===== config.mk =====
export PLATFORM = sky130hd
export DESIGN_NAME = prv32_div_seq
export DESIGN_NICKNAME = d
export VERILOG_FILES = /design/src/rtl/prv32_div_seq.sv
export SDC_FILE = /design/constraint.sdc
export NUM_CORES = 1
export LEC_CHECK = 0
export BUFFER_PORTS_ARGS = -buffer_cell sky130_fd_sc_hd__buf_2
export CELL_PAD_IN_SITES_DETAIL_PLACEMENT = 0
export CELL_PAD_IN_SITES_GLOBAL_PLACEMENT = 1
export CORE_MARGIN = 4
export CORE_UTILIZATION = 46
export CTS_BUF_LIST = sky130_fd_sc_hd__clkbuf_8
export CTS_CLUSTER_DIAMETER = 80
export DETAILED_ROUTE_END_ITERATION = 8
export GPL_TIMING_DRIVEN = 0
export PLACE_DENSITY = 0.83
export SYNTH_ARGS = -nofsm -noshare
export SYNTH_HDL_FRONTEND = slang
export SYNTH_SLANG_ARGS = --single-unit

===== constraint.sdc =====
create_clock -name clk -period 5.3 [get_ports clk]
set_clock_uncertainty 0.1 [all_clocks]
set_input_delay 0 -clock clk [delete_from_list [all_inputs] [get_ports clk]]
set_output_delay 0 -clock clk [all_outputs]
set_load 0.01 [all_outputs]

===== src/rtl/prv32_div_seq.sv =====
// Sequential radix-2 restoring divider for RV32M DIV/DIVU/REM/REMU.
// One quotient bit per cycle, with a start/busy/done handshake for the hazard unit.
module prv32_div_seq (
  input  logic        clk,
  input  logic        rst,
  input  logic        start,
  input  logic [1:0]  op,
  input  logic [31:0] a,
  input  logic [31:0] b,
  input  logic [4:0]  rd_in,
  input  logic        flush,
  output logic        busy,
  output logic        done,
  output logic [31:0] r,
  output logic [4:0]  rd_out
);

  localparam logic [1:0] S_IDLE = 2'd0;
  localparam logic [1:0] S_CALC = 2'd1;
  localparam logic [1:0] S_FIX  = 2'd2;
  localparam logic [1:0] S_DONE = 2'd3;

  logic [1:0]  state_q, state_d;
  logic [1:0]  op_q, op_d;
  logic [4:0]  tag_q, tag_d;
  logic [4:0]  rd_q, rd_d;
  logic        sa_q, sa_d, sb_q, sb_d;
  logic [31:0] quo_q, quo_d;
  logic [32:0] rem_q, rem_d;
  logic [31:0] div_q, div_d;
  logic [4:0]  cnt_q, cnt_d;
  logic [31:0] r_q, r_d;

  logic        is_signed, a_neg, b_neg, ovf, accept;
  logic [31:0] a_mag, b_mag, q_fix, rm_fix;
  logic [32:0] rem_sh;
  logic [33:0] diff;

  always_comb begin
    is_signed = ~op[0];
    a_neg     = is_signed & a[31];
    b_neg     = is_signed & b[31];
    a_mag     = a_neg ? (32'd0 - a) : a;
    b_mag     = b_neg ? (32'd0 - b) : b;
    ovf       = is_signed && (a == 32'h8000_0000) && (b == 32'hFFFF_FFFF);
    accept    = start && ((state_q == S_IDLE) || (state_q == S_DONE));
    rem_sh    = {rem_q[31:0], quo_q[31]};
    diff      = {1'b0, rem_sh} - {2'b00, div_q};
    // Unsigned ops record zero signs, so these corrections are no-ops for them.
    q_fix     = (sa_q ^ sb_q) ? (32'd0 - quo_q) : quo_q;
    rm_fix    = sa_q ? (32'd0 - rem_q[31:0]) : rem_q[31:0];

    state_d = state_q;
    op_d    = op_q;
    tag_d   = tag_q;
    rd_d    = rd_q;
    sa_d    = sa_q;
    sb_d    = sb_q;
    quo_d   = quo_q;
    rem_d   = rem_q;
    div_d   = div_q;
    cnt_d   = cnt_q;
    r_d     = r_q;

    if (flush) begin
      state_d = S_IDLE;
    end else begin
      case (state_q)
        S_IDLE, S_DONE: begin
          state_d = S_IDLE;
          if (accept) begin
            op_d  = op;
            tag_d = rd_in;
            sa_d  = a_neg;
            sb_d  = b_neg;
            quo_d = a_mag;
            div_d = b_mag;
            rem_d = '0;
            cnt_d = '0;
            if (b == 32'd0) begin
              r_d     = op[1] ? a : '1;
              rd_d    = rd_in;
              state_d = S_DONE;
            end else if (ovf) begin
              r_d     = op[1] ? 32'd0 : 32'h8000_0000;
              rd_d    = rd_in;
              state_d = S_DONE;
            end else begin
              state_d = S_CALC;
            end
          end
        end
        S_CALC: begin
          if (!diff[33]) begin
            rem_d = diff[32:0];
            quo_d = {quo_q[30:0], 1'b1};
          end else begin
            rem_d = rem_sh;
            quo_d = {quo_q[30:0], 1'b0};
          end
          cnt_d = cnt_q + 5'd1;
          if (cnt_q == 5'd31) state_d = S_FIX;
        end
        S_FIX: begin
          r_d     = op_q[1] ? rm_fix : q_fix;
          rd_d    = tag_q;
          state_d = S_DONE;
        end
        default: state_d = S_IDLE;
      endcase
    end
  end

  always_ff @(posedge clk or posedge rst) begin
    if (rst) begin
      state_q <= S_IDLE;
      op_q    <= '0;
      tag_q   <= '0;
      rd_q    <= '0;
      sa_q    <= 1'b0;
      sb_q    <= 1'b0;
      quo_q   <= '0;
      rem_q   <= '0;
      div_q   <= '0;
      cnt_q   <= '0;
      r_q     <= '0;
    end else begin
      state_q <= state_d;
      op_q    <= op_d;
      tag_q   <= tag_d;
      rd_q    <= rd_d;
      sa_q    <= sa_d;
      sb_q    <= sb_d;
      quo_q   <= quo_d;
      rem_q   <= rem_d;
      div_q   <= div_d;
      cnt_q   <= cnt_d;
      r_q     <= r_d;
    end
  end

  assign busy   = (state_q == S_CALC) || (state_q == S_FIX);
  assign done   = (state_q == S_DONE);
  assign r      = r_q;
  assign rd_out = rd_q;

endmodule

======== Word level (Yosys, flattened, before mapping) ========
Cells that the tools add are included.
word-level totals
  bits in registers ....................... 149
  bits in latches ......................... 0
  memory bits (writable) .................. 0
  ROM bits ................................ 0
  input port bits ......................... 75
  memories ................................ 0
operators by class
  add/sub/neg operators ................... 6
  $mul .................................... 0
  divide/modulo/power cells ............... 0
  magnitude comparators ................... 0
  equality and inequality tests ........... 9
  shift-type cells ........................ 0
  muxes and demuxes ....................... 29
  bitwise gates (word level) .............. 5
  reduce and logical (&&, ||, !) cells .... 13
operator list
  kind                   count
  $mux 32                13
  $pmux 32 s2            3
  $sub 1x32->32 const A  4
  $eq 32x32->1 const B   2
  $sub 33x32->34         1
  $logic_not 32->1       1
  $mux 5                 4
  $pmux 5 s2             2
  $mux 2                 5
  $ne 3x3->1 const B     2
  $pmux 2 s3             1
  $reduce_and 3->1       2
  $add 5x1->5 const B    1
  $eq 5x5->1 const B     1
  $eq 2x2->1 const B     2
  $reduce_and 4->1       1
  $reduce_bool 2->1      2
  $logic_and 1x1->1      3
  $and 1x1->1            2
  $eq 2x1->1 const B     1
  $logic_not 2->1        1
  $logic_or 1x1->1       2
  $ne 2x2->1 const B     1
  $not 1->1              2
  3 further kinds        3

======== Logic depth before layout (Yosys ltp) ========
  depth after elaboration ................. 8
  depth in mapped cells ................... 13
  depth with buffers taken out ............ 11

======== Worst setup path after synthesis ========
No wires, ideal clock.
  path kind ............................... register to register
  start point ............................. register rem_q[23]
  end point ............................... register rem_q[10]
  setup time .............................. 0.133 ns
  data arrival time ....................... 2.703 ns
  data required time ...................... 5.067 ns
  setup slack ............................. 2.364 ns
  stages on the path, launching flop included .. 13
  period minus slack after synthesis ...... 2.936 ns
  cell sequence ........................... dfrtp_1 -> ha_1 -> clkbuf_1 -> nand3_1 -> or4_1 -> nor2_1 -> nand4_1 -> nand4_1 -> and2_1 -> buf_2 -> buf_4 -> mux2i_1 -> o21ai_0
on the way
  word-level cells in the longest chain between the ends .. 3
ends and longest elaborated chain
  item                      RTL line  source
  start: declaration        29        logic [32:0] rem_q, rem_d;
  start signal: assignment  135       rem_q <= rem_d;
  $sub 33x32->34            48        diff = {1'b0, rem_sh} - {2'b00, div_q};
  $mux 32                   94        if (!diff[33]) begin
  $pmux 32 s2               68        case (state_q)
Every way passes these cells.
A chain may end at the register's enable or synchronous reset.

======== Worst setup path in the final report ========
  start point ............................. input b[24]
  end point ............................... register r_q[10], in the netlist r[10]
on the way
  word-level cells in the longest chain between the ends .. 4
ends and longest elaborated chain
  item                                                              RTL line  source
  start: declaration                                                9         input logic [31:0] b,
  $eq 32x32->1 or $logic_not 32->1 (tied branches)                  45, 80
  $logic_and 1x1->1 or $mux 32 (tied branches)                      45, 80
  $ne 3x3->1 (no source line) or $mux 32 (tied branches)            n/a
  $reduce_and 4->1 (no source line) or $pmux 32 s2 (tied branches)  n/a
  end signal: assignment                                            138       r_q <= r_d;
  end: declaration                                                  32        logic [31:0] r_q, r_d;
Parallel ways exist; a longest one is shown, timed or not. The select of a mux whose other input is x is not followed.

==> results by group <==
Outcome
  – Status: complete, no violations

Drt
  – Routed wire length: 36900 microns
  – DR vias: 11500
  – DRC viols: 0
  – Per-cell routed wire length: 18.4 microns
  – Vias per std cell: 5.72
  – DRT iter0 DRCs: 917
  – Drt first pass iters: 7
  – Final ANT Viol Nets: 0

Timing
  – Endpoints failing hold: 0
  – Min cycle time layout: 3.90 ns
  – Actual slew at the worst max-slew pin: 1.04 ns
  – Final Cycle Share: 0.735
  – Final setup fails: 0
  – Slew Limit Fails: 0
  – Maximum clock rate: 0.257 GHz
  – Rel. slew slack: 0.297
  – RSZ-0062 raised after global routing: false
  – Fin Hold WS: 0.0223 ns

Final layout
  – Register Area: 0.00370 sq mm
  – Commonest non-fill, non-tap cell in the layout: o21ai_0
  – Nets@finish: 1788
  – Layout cells sized above 1: 0.108
  – Most frequent cells in the layout: o21ai_0, nand2_1, dfrtp_1, buf_2, a21oi_1
  – Fillers: 2315
  – Area grow syn2layout: 21.0%
  – Antenna diodes: 0
  – Area occupied by multi-input gates: 0.00709 sq mm

CTS
  – Clk pin slew, worst setup/hold paths: 0.09 ns
  – H-tree Lvls: 4
  – CTS sink count: 148
  – TritonCTS clock tree: built
  – # Post-CTS Setup Buffers: 0
  – Clock root buffer: clkbuf_8
  – Worst-Skew Late Latency: 0.47 ns
  – CTS max path bufs: 2
  – CTS buffer count: 17

Synth
  – Syn avg cell area: 7.92 sq um
  – Unique masters post-synth: 67
  – Syn Nets: 1555
  – Syn Inst Count: 1437
  – Async SR Flop Fraction: 1.00
  – Synth Register Bits: 148
  – Number of flops mapped to enable cells by yosys: 0
  – Main synth FF type: dfrtp_1
  – Mapped Area: 0.0114 sq mm
  – Sequential area share after synthesis: 0.325
  – Synth warn: 0

GRT
  – Initial antenna violation count: 0
  – Largest net degree at the start of global routing: 93
  – Number of global-route vias before repair: 11100
  – GR met1 Demand/Resource: 0.358
  – Grt met2 use: 0.436
  – GRT busiest layer: met2
  – Global-route wire length before repair: 58100 microns
  – Tot GR Track Use: 0.270
  – Met3 Use GR: 0.0419
  – Gr ovfl total: 0

Job
  – Max-Cap Viols: 0

Power and ir drop
  – VDD IR max: 0.185 mV
  – Power Density: 436 mW/mm^2
  – Final Total Pwr: 6.01 mW
  – Leakage: 5.98 nW

Floorplan
  – FP Rows: 57
  – Core area: 0.0243 sq mm
  – IO Pins: 114
  – Die ar.: 0.0273 sq mm
  – Initial core utilization: 0.468
  – Die Ht: 165 microns
  – Die width: 165 microns

Setup path
  – Worst Setup SP: b[24]
  – Startpoint types: input port
  – Worst Setup End Kind: flop
  – Reg2reg start: rem_q[23]$_DFFE_PP0P_
  – Critical path arrival: 4.20 ns
  – Required time of the critical path: 5.60 ns
  – Reg-to-reg setup timing slack: 1.67 ns
  – Worst-path fanout max: 9
  – Classification of the worst setup path: input port to flop

Placed design
  – Buffers on Ports: 112
  – RD Place Congestion: 0.909
  – DP Wirelength: 28000 microns

Min path
  – Hold/Removal Path Class: input port to async pin
## kinds of logic (layout without fill, tap and decap cells)
group | Yosys count | in the layout | share of synthesized area
compound gates | 473 | 473 | 0.252
simple gates | 463 | 463 | 0.195
flops | 148 | 148 | 0.325
buf+inv | 146 | 392 | 0.0517
xor+xnor | 139 | 139 | 0.107
fa+ha+maj | 43 | 43 | 0.0479
mux | 25 | 25 | 0.0220
## critical path, stage by stage
cell and delay [ns]:
dlygate4sd3_1 0.53, buf_2 0.16, or4_4 0.55, nor3_1 0.25, nor3b_1 0.82, nand2_1 0.44
nor2_1 0.76, o21ai_0 0.25, a21oi_1 0.30, a21o_1 0.12
## cell usage after synthesis (all sizes together), types with 4 or more instances
master,number,area [sq um]
a21oi,115,579
or3,20,125
o41ai,11,96.3
a22oi,23,173
o22ai,4,25.0
nor2,98,370
and2,5,31.3
nor2b,8,50.1
mux2i,25,250
nand3b,5,37.5
o21a,9,67.6
nor3b,9,78.8
ha,42,526
buf,18,108
inv,61,229
o21ai,197,990
nor4,17,119
xor2,66,578
o211ai,12,90.1
o31ai,22,190
nand4,20,125
clkbuf,67,251
a211oi,10,80.1
o221ai,5,43.8
dfrtp,148,3700
a21o,17,128
nand2b,23,144
a22o,4,35.0
xnor2,73,639
nand3,17,85.1
a32oi,13,114
a31oi,10,62.6
nand2,184,693
or2,7,43.8
or4,13,109
nor3,32,165
## metal layers
| metal | wire, microns | vias to the layer above |
|---|---|---|
| met3 | 2220 | 84 |
| met5 | 0 | - |
| met2 | 17000 | 420 |
| met1 | 16300 | 5374 |
| met4 | 1410 | 0 |
| li1 | - | 5612 |
## layout make-up
type                       count  share of cell area
buffer                        85              0.0261
sequential                   148               0.269
multi-input combinational   1143               0.515
inverter                      61              0.0170
clock inverter                14             0.00945
clock buffer                  18              0.0180
timing repair buffer         214               0.116
tap                          324              0.0294
## stage by stage
| step | instances | utilization | cell area [sq um] | setup slack [ns] | setup TNS [ns] |
|---|---|---|---|---|---|
| after global routing | 2007 | 0.566 | 13800 | 1.25 | 0 |
| after global placement | 1873 | 0.508 | 12400 | -0.638 | -92.17 |
| after floorplan | 1437 | - | 11400 | 1.22 | 0 |
| after detailed placement | 1874 | 0.509 | 12400 | 1.57 | 0 |
| after CTS | 2007 | 0.566 | 13800 | 1.49 | 0 |
| final | 2007 | 0.566 | 13800 | 1.40 | 0 |
## report_power, final
part | internal (mW) | leakage (nW) | switching (mW)
Combinational | 1.24 | 3.87 | 2.03
Clock | 0.386 | 0.178 | 0.489
Sequential | 1.53 | 1.94 | 0.343
Total | 3.15 | 5.98 | 2.86
## what timing repair did
action,in CTS,in global routing
gates resized for setup,0,0
hold endpoints to repair,160,0
hold buffers,101,0
## registers in the layout, summed over array words and instances, names as in the netlist
| signal | count |
|---|---|
| cnt_q | 5 |
| r | 32 |
| rem_q | 32 |
| quo_q | 32 |
| div_q | 32 |
| sb_q | 1 |
| state_q | 2 |
| rd_out | 5 |
| op_q | 1 |
| tag_q | 5 |
| sa_q | 1 |
## worst paths after layout
| path | end | cells past startpoint |
|---|---|---|
| worst max-delay path | r[10]$_DFFE_PP0P_ | 10 |
| worst min-delay path | r[4]$_DFFE_PP0P_ | 3 |
| worst max register to register | rem_q[18]$_DFFE_PP0P_ | 12 |
| worst min register to register | r[19]$_DFFE_PP0P_ | 2 |
| max in group asynchronous | rem_q[21]$_DFFE_PP0P_ | 4 |
| min in group clk | op_q[1]$_DFFE_PP0P_ | 4 |
Power figures use the tool's default switching activity.
